--- config.mk ---
export PLATFORM = sky130hd
export DESIGN_NAME = rpsc_interlock_conditioner
export DESIGN_NICKNAME = d
export VERILOG_FILES = /design/src/rtl/rpsc_pkg.sv /design/src/rtl/rpsc_debounce_ch.sv /design/src/rtl/rpsc_interlock_conditioner.sv
export SDC_FILE = /design/constraint.sdc
export NUM_CORES = 1
export LEC_CHECK = 0
export ABC_AREA = 0
export CORE_MARGIN = 2
export CORE_UTILIZATION = 55
export DETAILED_ROUTE_END_ITERATION = 8
export PLACE_DENSITY = 0.81
export SYNTH_ARGS = -nofsm -noshare
export SYNTH_HDL_FRONTEND = slang
export SYNTH_HIERARCHICAL = 1
export SYNTH_SLANG_ARGS = --single-unit
--- constraint.sdc ---
create_clock -name clk -period 2.44 [get_ports clk]
set_input_delay 0.488 -clock clk [delete_from_list [all_inputs] [get_ports clk]]
set_output_delay 0.488 -clock clk [all_outputs]
set_load 0.02 [all_outputs]
--- src/rtl/rpsc_pkg.sv ---
`default_nettype none
// +----------------------------------------------------------------------------+
// | rpsc_pkg                                                                   |
// | Shared channel indices and FSM states for the RPSC interlock conditioner.  |
// | Rev 1.0                                                                    |
// +----------------------------------------------------------------------------+
package rpsc_pkg;

  localparam int N_CH = 7;

  typedef enum logic [2:0] {
    CH_CARD_POS    = 3'd0,
    CH_AIR_GRID    = 3'd1,
    CH_WATER_ANODE = 3'd2,
    CH_WATER_GRID  = 3'd3,
    CH_DC_PS       = 3'd4,
    CH_U_CA_LOW    = 3'd5,
    CH_I_CA_HIGH   = 3'd6
  } rpsc_ch_e;

  typedef enum logic [1:0] {
    ST_OK    = 2'd0,
    ST_TRIP  = 2'd1,
    ST_CLEAR = 2'd2
  } rpsc_state_e;

endpackage
`default_nettype wire

--- src/rtl/rpsc_debounce_ch.sv ---
`default_nettype none
// +----------------------------------------------------------------------------+
// | rpsc_debounce_ch                                                           |
// | Two-flop synchroniser followed by a consecutive-cycle debounce counter.    |
// | Rev 1.0                                                                    |
// +----------------------------------------------------------------------------+
module rpsc_debounce_ch
  import rpsc_pkg::*;
#(
  parameter int DEB_CYCLES = 16
) (
  input  logic clk,
  input  logic reset,
  input  logic raw_i,
  output logic deb_o
);

  localparam int             c_cnt_w  = (DEB_CYCLES > 1) ? $clog2(DEB_CYCLES) : 1;
  localparam logic [c_cnt_w-1:0] c_last = c_cnt_w'(DEB_CYCLES - 1);
  localparam logic [c_cnt_w-1:0] c_one  = c_cnt_w'(1);

  logic               r_sync1;
  logic               r_sync2;
  logic               r_deb;
  logic [c_cnt_w-1:0] r_cnt;

  always_ff @(posedge clk or negedge reset) begin
    if (!reset) begin
      r_sync1 <= 1'b0;
      r_sync2 <= 1'b0;
      r_deb   <= 1'b0;
      r_cnt   <= '0;
    end else begin
      r_sync1 <= raw_i;
      r_sync2 <= r_sync1;
      // A change is accepted only after DEB_CYCLES consecutive disagreeing samples
      if (r_sync2 != r_deb) begin
        if (r_cnt == c_last) begin
          r_deb <= r_sync2;
          r_cnt <= '0;
        end else begin
          r_cnt <= r_cnt + c_one;
        end
      end else begin
        r_cnt <= '0;
      end
    end
  end

  assign deb_o = r_deb;

endmodule
`default_nettype wire

--- src/rtl/rpsc_interlock_conditioner.sv ---
`default_nettype none
// +----------------------------------------------------------------------------+
// | rpsc_interlock_conditioner                                                 |
// | Debounces and latches RPSC interlocks; first-fault, ack handshake, trips.  |
// | Optional channel bypass mask: RPSC_FAULT_BYPASS_EN.                        |
// | Rev 1.0                                                                    |
// +----------------------------------------------------------------------------+
module rpsc_interlock_conditioner
  import rpsc_pkg::*;
#(
  parameter int N_CH       = rpsc_pkg::N_CH,
  parameter int DEB_CYCLES = 16,
  parameter int CNT_W      = 8
) (
  input  logic             clk,
  input  logic             reset,
  input  logic [N_CH-1:0]  raw_fault_i,
  input  logic             ack_i,
  output logic [N_CH-1:0]  status_o,
  output logic             not_alarm_o,
  output logic [N_CH-1:0]  first_fault_o,
  output logic             tripped_o,
  output logic             ack_reject_o,
  output logic [CNT_W-1:0] trip_count_o
`ifdef RPSC_FAULT_BYPASS_EN
  ,
  input  logic [N_CH-1:0]  bypass_mask_i,
  output logic             bypass_active_o
`endif
);

  localparam logic [CNT_W-1:0] c_cnt_max = {CNT_W{1'b1}};
  localparam logic [CNT_W-1:0] c_cnt_one = CNT_W'(1);

  logic [N_CH-1:0]  w_deb;
  logic [N_CH-1:0]  w_mask;
  logic [N_CH-1:0]  w_deb_eff;
  logic             w_any;
  logic             w_ack_rise;

  rpsc_state_e      r_state;
  rpsc_state_e      w_state_nxt;
  logic [N_CH-1:0]  r_status;
  logic [N_CH-1:0]  w_status_nxt;
  logic [N_CH-1:0]  r_first;
  logic [N_CH-1:0]  w_first_nxt;
  logic [CNT_W-1:0] r_count;
  logic [CNT_W-1:0] w_count_nxt;
  logic             r_ack_d;
  logic             r_ack_reject;
  logic             w_ack_reject_nxt;

  for (genvar g = 0; g < N_CH; g++) begin : g_ch
    rpsc_debounce_ch #(
      .DEB_CYCLES (DEB_CYCLES)
    ) u_deb (
      .clk   (clk),
      .reset (reset),
      .raw_i (raw_fault_i[g]),
      .deb_o (w_deb[g])
    );
  end

`ifdef RPSC_FAULT_BYPASS_EN
  assign w_mask          = bypass_mask_i;
  assign bypass_active_o = |bypass_mask_i;
`else
  assign w_mask          = '0;
`endif

  // Masked channels keep debouncing but are invisible to latching and the FSM
  assign w_deb_eff  = w_deb & ~w_mask;
  assign w_any      = |w_deb_eff;
  assign w_ack_rise = ack_i & ~r_ack_d;

  always_comb begin
    w_state_nxt      = r_state;
    w_status_nxt     = (r_status | w_deb_eff) & ~w_mask;
    w_first_nxt      = r_first;
    w_count_nxt      = r_count;
    w_ack_reject_nxt = 1'b0;
    unique case (r_state)
      ST_OK: begin
        if (w_any) begin
          w_state_nxt = ST_TRIP;
          w_first_nxt = w_deb_eff;
          if (r_count != c_cnt_max) begin
            w_count_nxt = r_count + c_cnt_one;
          end
        end
      end
      ST_TRIP: begin
        if (w_ack_rise) begin
          if (w_any) begin
            w_ack_reject_nxt = 1'b1;
          end else begin
            w_state_nxt = ST_CLEAR;
          end
        end
      end
      ST_CLEAR: begin
        w_state_nxt  = ST_OK;
        w_status_nxt = '0;
        w_first_nxt  = '0;
      end
      default: begin
        w_state_nxt = ST_OK;
      end
    endcase
  end

  always_ff @(posedge clk or negedge reset) begin
    if (!reset) begin
      r_state      <= ST_OK;
      r_status     <= '0;
      r_first      <= '0;
      r_count      <= '0;
      r_ack_d      <= 1'b0;
      r_ack_reject <= 1'b0;
    end else begin
      r_state      <= w_state_nxt;
      r_status     <= w_status_nxt;
      r_first      <= w_first_nxt;
      r_count      <= w_count_nxt;
      r_ack_d      <= ack_i;
      r_ack_reject <= w_ack_reject_nxt;
    end
  end

  assign status_o      = r_status;
  assign not_alarm_o   = ~|r_status;
  assign first_fault_o = r_first;
  assign tripped_o     = (r_state == ST_TRIP);
  assign ack_reject_o  = r_ack_reject;
  assign trip_count_o  = r_count;

endmodule
`default_nettype wire

Yosys cells after proc, flatten, opt, wreduce, memory -nomap -nowiden. Index checks and enable logic that the tools add are counted.

Register bits after elaboration: 75. Input bits: 10.

Reductions and logical operators: 15. Equal/unequal tests: 20. Add/subtract/negate cells: 8. Muxes and demuxes: 24. Bitwise logic cells: 3.

Operator list (number): $mux W4 (14); $add A4 B1 Y4 const B (7); $eq A4 B4 Y1 const B (7); $reduce_and A2 Y1 (8); $mux W7 (2); $pmux W7 S2 (1); $reduce_or A7 Y1 (2); $add A8 B1 Y8 const B (1); $ne A8 B8 Y1 const B (1); $ne A1 B1 Y1 (7); $or A7 B7 Y7 (1); $mux W2 (3); $reduce_and A3 Y1 (2); $ne A2 B2 Y1 const B (2); $pmux W2 S2 (1); $mux W1 (3); $eq A2 B1 Y1 const B (1); $eq A2 B2 Y1 const B (1); $logic_not A2 Y1 (1); $ne A2 B1 Y1 const B (1); $reduce_bool A2 Y1 (1); $and A1 B1 Y1 (1); $logic_not A1 Y1 (1); $not A1 Y1 (1).

Depth between registers and ports, before layout. Gate-level depths: netlist (run 1).

Word-level depth: 4. Gate-level depth with buffers: 5.

Cells and area by module. The synthesis (run 1) kept the hierarchy.

Modules (own cells, without submodules): rpsc_debounce_ch (area each 270.3 µm², times used 7, seq. area each 175.2 µm², cells an instance 18); rpsc_interlock_conditioner (area each 1163.6 µm², times used 1, seq. area each 650.6 µm², cells an instance 114).

Worst setup path after synthesis (run 1). Ideal clock, no wire load.

Path type: register to output. Start point: register r_status[2] (netlist: status_o[2]). End point: output port not_alarm_o. Data arrival time: 1.607 ns. Data required time: 1.952 ns. Buffers on the path: 0. Stages on the path, launching flop included: 3. Slack: 0.345 ns. Cells stage by stage: dfrtp_1 or4_1 nor4_1.

Longest elaborated chain between the ends: 2.

Ends and longest elaborated chain: from (decl) (line rpsc_interlock_conditioner.sv:43) `logic [N_CH-1:0] r_status;`; from (signal assigned) (line rpsc_interlock_conditioner.sv:122) `r_status <= w_status_nxt;`; $reduce_or A7 Y1 (line rpsc_interlock_conditioner.sv:131) `assign not_alarm_o = ~|r_status;`; $logic_not A1 Y1 (line rpsc_interlock_conditioner.sv:131); to (decl) (line rpsc_interlock_conditioner.sv:20) `output logic not_alarm_o,`.

No other way between the ends.

Worst setup path in the final report (run 1). Ends and elaborated chain as after synthesis.

==> results.py, run 1 <==
metrics = {
    "power_and_ir_drop": {
        "p_int_mw": 1.73,
        "p_sw_frac": 0.249,
        "ir_drop_v": 0.000507,
        "pwr-share-seq": 0.583,
        "power_mw": 2.30,
        "p_comb_frac": 0.072,
        "power_density_nw_per_um2": 631,
        "power.leakage_nw": 1.70,
        "p_clk_frac": 0.345,
        "power_switching_uw": 573,
    },
    "yosys": {
        "syn-num-nets": 258,
        "avgSynthCellArea_um2": 12.7,
        "seq_area_frac_synth": 0.614,
        "ys_warn_count": 6,
        "syn-cell-area_um2": 3060,
        "ys_ff_latch": 75,
        "synthCells": 240,
        "synth_cell_types": 29,
    },
    "floorplan": {
        "die_area_um2": 6170,
        "die_width_um": 78.5,
        "die_h_um": 78.5,
        "io_pins": 35,
        "core_area_um2": 5440,
        "initial_utilization": 0.562,
        "row_count": 27,
    },
    "clock_network": {
        "cts_max_level": 3,
        "cts_made_buffers": 9,
        "cts_root_buf": "clkbuf_8",
        "path_clk_slew_ns": 0.07,
        "clockBufferDepth": 2,
        "cts_sinks": 75,
        "clk-insertion-delay-late_ns": 0.35,
        "cts_tree": "yes",
    },
    "timing": {
        "period_minus_slack_ns": 2.31,
        "max_slew.worst_pin.slew_ns": 0.611,
        "finalMaxSlewViolations": 0,
        "period_share": 0.946,
        "relSlewSlack": 0.590,
        "worst_clock_skew_ns": 0.00494,
        "rsz0062_at_grt": "false",
        "finalHoldViolations": 0,
        "setup_viol_count_final": 0,
        "fmax_ghz": 0.433,
        "setup_tns_ns": 0,
    },
    "global_routing": {
        "grt-ovfl-total": 0,
        "grt_pass1_vias": 2057,
        "grt_max_degree": 31,
        "grtUsageTotal": 0.203,
        "grt_first_pass_wirelength_mm": 9.41,
        "antenna_found_initial": 0,
    },
    "routing": {
        "ant_nets": 0,
        "vias_per_cell": 5.43,
        "wire_per_inst_um": 14.8,
        "dr_total_vias": 1960,
        "drt_first_pass_iters": 4,
        "drc_errors": 0,
        "initialDrtViolationCount": 87,
        "finalWirelength_mm": 5.34,
    },
    "layout": {
        "layout_common_cells": "dfrtp_1 (75), clkdlybuf4s50_1 (32), nor2_1 (27)",
        "drive_above_1_share": 0.138,
        "syn_to_final_growth_pct": 19.4,
        "diodes": 0,
        "layout_commonest_cell": "dfrtp_1",
        "final_nets": 303,
    },
    "min_path": {
        "hold_path.class": "input pin to async pin",
    },
    "setup_path": {
        "cp.arrival_ns": 1.82,
        "criticalPathCategory": "flop to primary output",
        "crit_path_end_kind": "primary output",
        "crit_slowest_cell": "or4_1",
        "cp_cell_sequence": "or4_1 > nor4_1 > dlygate4sd2_1",
        "r2r_cells": 4,
        "crit_family": "simple AND/OR/NAND/NOR gates",
        "startpoint_type": "flop",
        "crit_start": "status_o[2]$_DFF_PN0_",
        "cp_num_buf_inv": 1,
        "r2r_slack_ns": 0.39,
        "rr_endpoint": "trip_count_o[6]$_DFFE_PN0P_",
        "slowest_delay_ns": 0.55,
        "cp.required_ns": 1.95,
        "crit_path_max_fanout": 3,
        "r2r_start": "g_ch[2].u_deb/deb_o$_DFFE_PN0P_",
    },
    "run": {
        "drv_cap": 0,
    },
    "place": {
        "gp_congestion": 0.816,
        "dp_hpwl_mm": 3.84,
        "io_buffers": 34,
    },
    "run_status": {
        "outcome": "finished, final reports clean",
    },
}
-- worst register-to-register path, cell delays in order, from the launching register on --
cell     delay [ns]
dfrtp_1        0.43
or4_4          0.59
o41ai_4        0.41
or3_1          0.19
mux2_2         0.32
-- state kept, by name, indices dropped and copies added (netlist names) --
signal and cells:
first_fault_o 7, trip_count_o 8, g_ch.u_deb/r_sync1 7, r_state 2, g_ch.u_deb/deb_o 7, r_ack_d 1
status_o 7, g_ch.u_deb/r_sync2 7, g_ch.u_deb/r_cnt 28, ack_reject_o 1
-- through the flow --
| step | hold slack, ns | cells | instance area [um2] | worst slack [ns] | util |
|---|---|---|---|---|---|
| after floorplan | 0.192 | 240 | 3060 | 0.345 | - |
| after global placement | 0.334 | 346 | 3490 | 0.194 | 0.642 |
| after detailed placement | 0.336 | 346 | 3490 | 0.192 | 0.642 |
| after CTS | 0.0427 | 361 | 3650 | 0.0916 | 0.671 |
| after global routing | 0.0588 | 361 | 3650 | 0.0480 | 0.671 |
| final | 0.0444 | 361 | 3650 | 0.133 | 0.671 |
-- area by class of cell --
class / instances / area (um2)
clock buffers: 9 / 124
clock inverters: 6 / 33.8
fillers: 414 / 1790
inverters: 3 / 11.3
multi-input cells: 159 / 1160
flip-flops and latches: 75 / 1880
well taps: 72 / 90.1
repair buffers: 37 / 357
-- timing repair --
item	in CTS	in global routing
setup buffers	0	0
endpoints found under the setup margin	1	0
gates resized for setup	1	0
hold buffers	0	0
-- metal layers --
metal  share of wire  vias to the layer above  track usage  wire length (um)
li1                -                      934            -                 -
met1            0.44                      987        0.250              2330
met2            0.49                       30        0.313              2630
met3           0.055                        9       0.0931               294
met4           0.016                        0       0.0807                84
met5               0                        -            0                 0
-- worst max-delay path by stage --
stage / end / slack, ns / cells past startpoint
after global placement: not_alarm_o / 0.19 / 3
final: not_alarm_o / 0.13 / 3
after floorplan: not_alarm_o / 0.35 / 2
after global routing: not_alarm_o / 0.05 / 3
after CTS: not_alarm_o / 0.09 / 3
after detailed placement: not_alarm_o / 0.19 / 3
-- synth_stat cells, drive strengths merged --
cell type  instances  area share
a311oi             7       0.020
ha                 8       0.033
nand2b             1      0.0020
clkbuf             3      0.0037
xnor2             15       0.043
mux2              11       0.049
nor4               4       0.013
or3                1      0.0020
nand3             11       0.029
nand3b             1      0.0025
or4                2      0.0061
a21o               7       0.017
nor2b             16       0.033
a31oi              7       0.014
o21ai              8       0.013
xor2               3      0.0086
o41ai              1      0.0090
nand2             11       0.014
dfrtp             75        0.61
nand4              1      0.0020
nor3               1      0.0016
inv                3      0.0037
nor2              27       0.033
nor3b              8       0.020
a21oi              8       0.013
-- power groups by stage --
| stage | logic [mW] | clock network (mW) | registers, mW |
|---|---|---|---|
| 6_report | 0.167 | 0.794 | 1.34 |
| 2_1_floorplan | 0.0793 | 0 | 1.37 |
| 4_1_cts | 0.170 | 0.822 | 1.34 |
| 3_3_place_gp | 0.166 | 0 | 1.36 |
| 3_5_place_dp | 0.171 | 0 | 1.37 |
| 5_1_grt | 0.189 | 0.868 | 1.35 |
-- cell families (layout without fill, tap and decap cells) --
logic type	Yosys count	in the layout	synth area share
simple gates	84	84	0.158
mux	11	11	0.0491
buf+inv	6	55	0.00737
xor+xnor	18	18	0.0516
fa+ha+maj	8	8	0.0328
flops	75	75	0.614
compound gates	38	38	0.0868
Power figures use the tool's default switching activity.
==> inputs of run 2 (changes only) <==
--- a/config.mk
+++ b/config.mk
@@ -6,6 +6,7 @@
 export NUM_CORES = 1
 export LEC_CHECK = 0
 export ABC_AREA = 0
+export CORE_ASPECT_RATIO = 0.75
 export CORE_MARGIN = 2
 export CORE_UTILIZATION = 55
 export DETAILED_ROUTE_END_ITERATION = 8
==> results.py, run 2 (synthesis results as in run 1) <==
metrics = {
    "timing": {
        "setup_tns_ns": 0,
        "period_share": 0.951,
        "hold_ws_ns": 0.158,
        "rsz0062_at_grt": "false",
        "setup_viol_count_final": 0,
        "period_minus_slack_ns": 2.32,
        "fmax_ghz": 0.431,
        "finalHoldViolations": 0,
        "relSlewSlack": 0.624,
        "setup_slack_ns": 0.118,
        "finalMaxSlewViolations": 0,
        "max_slew.worst_pin.slew_ns": 0.560,
        "worst_clock_skew_ns": 0.00426,
    },
    "place": {
        "io_buffers": 34,
        "placedInstanceArea_um2": 3510,
        "dp_hpwl_mm": 3.57,
        "gp_congestion": 0.764,
        "placed_cells": 349,
        "pre_cts_ws_ns": 0.105,
    },
    "setup_path": {
        "r2r_slack_ns": 0.39,
        "cp_cell_sequence": "or4_1 > nor4_1 > dlygate4sd1_1",
        "criticalPathCategory": "flop to primary output",
        "startpoint_type": "flop",
        "crit_family": "simple AND/OR/NAND/NOR gates",
        "cp.arrival_ns": 1.83,
        "slowest_delay_ns": 0.50,
        "crit_slowest_cell": "or4_1",
        "crit_path_max_fanout": 3,
        "cp.required_ns": 1.95,
        "rr_endpoint": "trip_count_o[6]$_DFFE_PN0P_",
        "r2r_cells": 4,
        "r2r_start": "g_ch[1].u_deb/deb_o$_DFFE_PN0P_",
        "crit_path_end_kind": "primary output",
        "path_depth": 3,
        "cp_num_buf_inv": 1,
    },
    "floorplan": {
        "initial_utilization": 0.571,
        "die_area_um2": 6170,
        "io_pins": 35,
        "row_count": 23,
        "core_area_um2": 5350,
        "die_h_um": 68.6,
        "die_width_um": 90.1,
    },
    "clock_network": {
        "path_clk_slew_ns": 0.07,
        "cts_tree": "yes",
        "cts_sinks": 75,
        "cts_root_buf": "clkbuf_8",
        "cts_max_level": 3,
        "clk-insertion-delay-late_ns": 0.34,
        "ctsHoldBuffers": 0,
        "clockBufferDepth": 2,
        "cts_made_buffers": 9,
    },
    "min_path": {
        "hold_path.class": "input pin to async pin",
    },
    "layout": {
        "diodes": 0,
        "design_area_um2": 3680,
        "fin_cells": 365,
        "layout_commonest_cell": "dfrtp_1",
        "final_nets": 303,
        "fin_util": 0.687,
        "largest_register_ffs": 28,
        "layout_common_cells": "dfrtp_1 (75), clkdlybuf4s50_1 (32), nor2_1 (27)",
        "num-fill-cells": 403,
        "top_register": "g_ch.u_deb/r_cnt",
        "drive_above_1_share": 0.131,
        "syn_to_final_growth_pct": 20.4,
    },
    "power_and_ir_drop": {
        "power_mw": 2.35,
        "power.leakage_nw": 1.71,
        "ir_drop_v": 0.000343,
        "power_density_nw_per_um2": 638,
    },
    "global_routing": {
        "grt-ovfl-total": 0,
        "antenna_found_initial": 0,
        "grtUsageTotal": 0.195,
        "grt_pass1_vias": 1905,
        "grt_use_met2": 0.321,
        "use_met1": 0.243,
        "grt_max_degree": 76,
        "top_usage_layer": "met2",
        "grt_first_pass_wirelength_mm": 9.17,
        "gr-usage-met3": 0.0717,
    },
    "run": {
        "drv_cap": 0,
    },
    "run_status": {
        "outcome": "finished, final reports clean",
    },
    "routing": {
        "drt_first_pass_iters": 4,
        "dr_total_vias": 1954,
        "initialDrtViolationCount": 58,
        "vias_per_cell": 5.35,
        "wire_per_inst_um": 14.7,
        "drc_errors": 0,
        "finalWirelength_mm": 5.35,
        "ant_nets": 0,
    },
}
[run 2: final cells by class]
| type | instances | area, um2 | share of cell area |
|---|---|---|---|
| Sequential cell | 75 | 1880 | 0.510 |
| Multi-Input combinational cell | 159 | 1160 | 0.314 |
| Timing Repair Buffer | 37 | 369 | 0.100 |
| Clock buffer | 14 | 163 | 0.0442 |
| Tap cell | 75 | 93.8 | 0.0255 |
| Inverter | 3 | 11.3 | 0.00306 |
| Clock inverter | 2 | 10.0 | 0.00272 |
[run 2: repair_timing]
item | 4_1_cts | 5_1_grt
resized for setup | 1 | 2
pin swaps | 0 | 0
endpoints found under the hold margin | 0 | 0
setup buffers | 0 | 0
endpoints found under the setup margin | 1 | 1
[run 2: worst max-delay path by stage]
stage | from | endpoint | slack [ns]
5_1_grt | status_o[2]$_DFF_PN0_ | not_alarm_o | 0.003
2_1_floorplan | status_o[2]$_DFF_PN0_ | not_alarm_o | 0.35
6_report | status_o[1]$_DFF_PN0_ | not_alarm_o | 0.12
4_1_cts | status_o[2]$_DFF_PN0_ | not_alarm_o | 0.04
3_5_place_dp | status_o[2]$_DFF_PN0_ | not_alarm_o | 0.11
3_3_place_gp | status_o[2]$_DFF_PN0_ | not_alarm_o | 0.13
[run 2: per-layer routing]
layer	routed length, um	vias up
li1	-	932
met1	2520	986
met2	2530	29
met3	236	7
met4	76	0
met5	0	-
[run 2: power by group]
part	leakage, nW	total, mW	switching (mW)	internal (mW)
clock	0.0905	0.838	0.415	0.423
combinational	0.622	0.169	0.0875	0.0817
sequential	0.995	1.34	0.0477	1.29
==> inputs of run 3 (changes only) <==
--- a/config.mk
+++ b/config.mk
@@ -6,9 +6,11 @@
 export NUM_CORES = 1
 export LEC_CHECK = 0
 export ABC_AREA = 0
+export CAP_MARGIN = 20
 export CORE_ASPECT_RATIO = 0.75
 export CORE_MARGIN = 2
 export CORE_UTILIZATION = 55
+export CTS_CLUSTER_SIZE = 12
 export DETAILED_ROUTE_END_ITERATION = 8
 export PLACE_DENSITY = 0.81
 export SYNTH_ARGS = -nofsm -noshare
==> results of run 3 <==
Same layout as run 2: the final DEF is identical, and so are final timing and power.
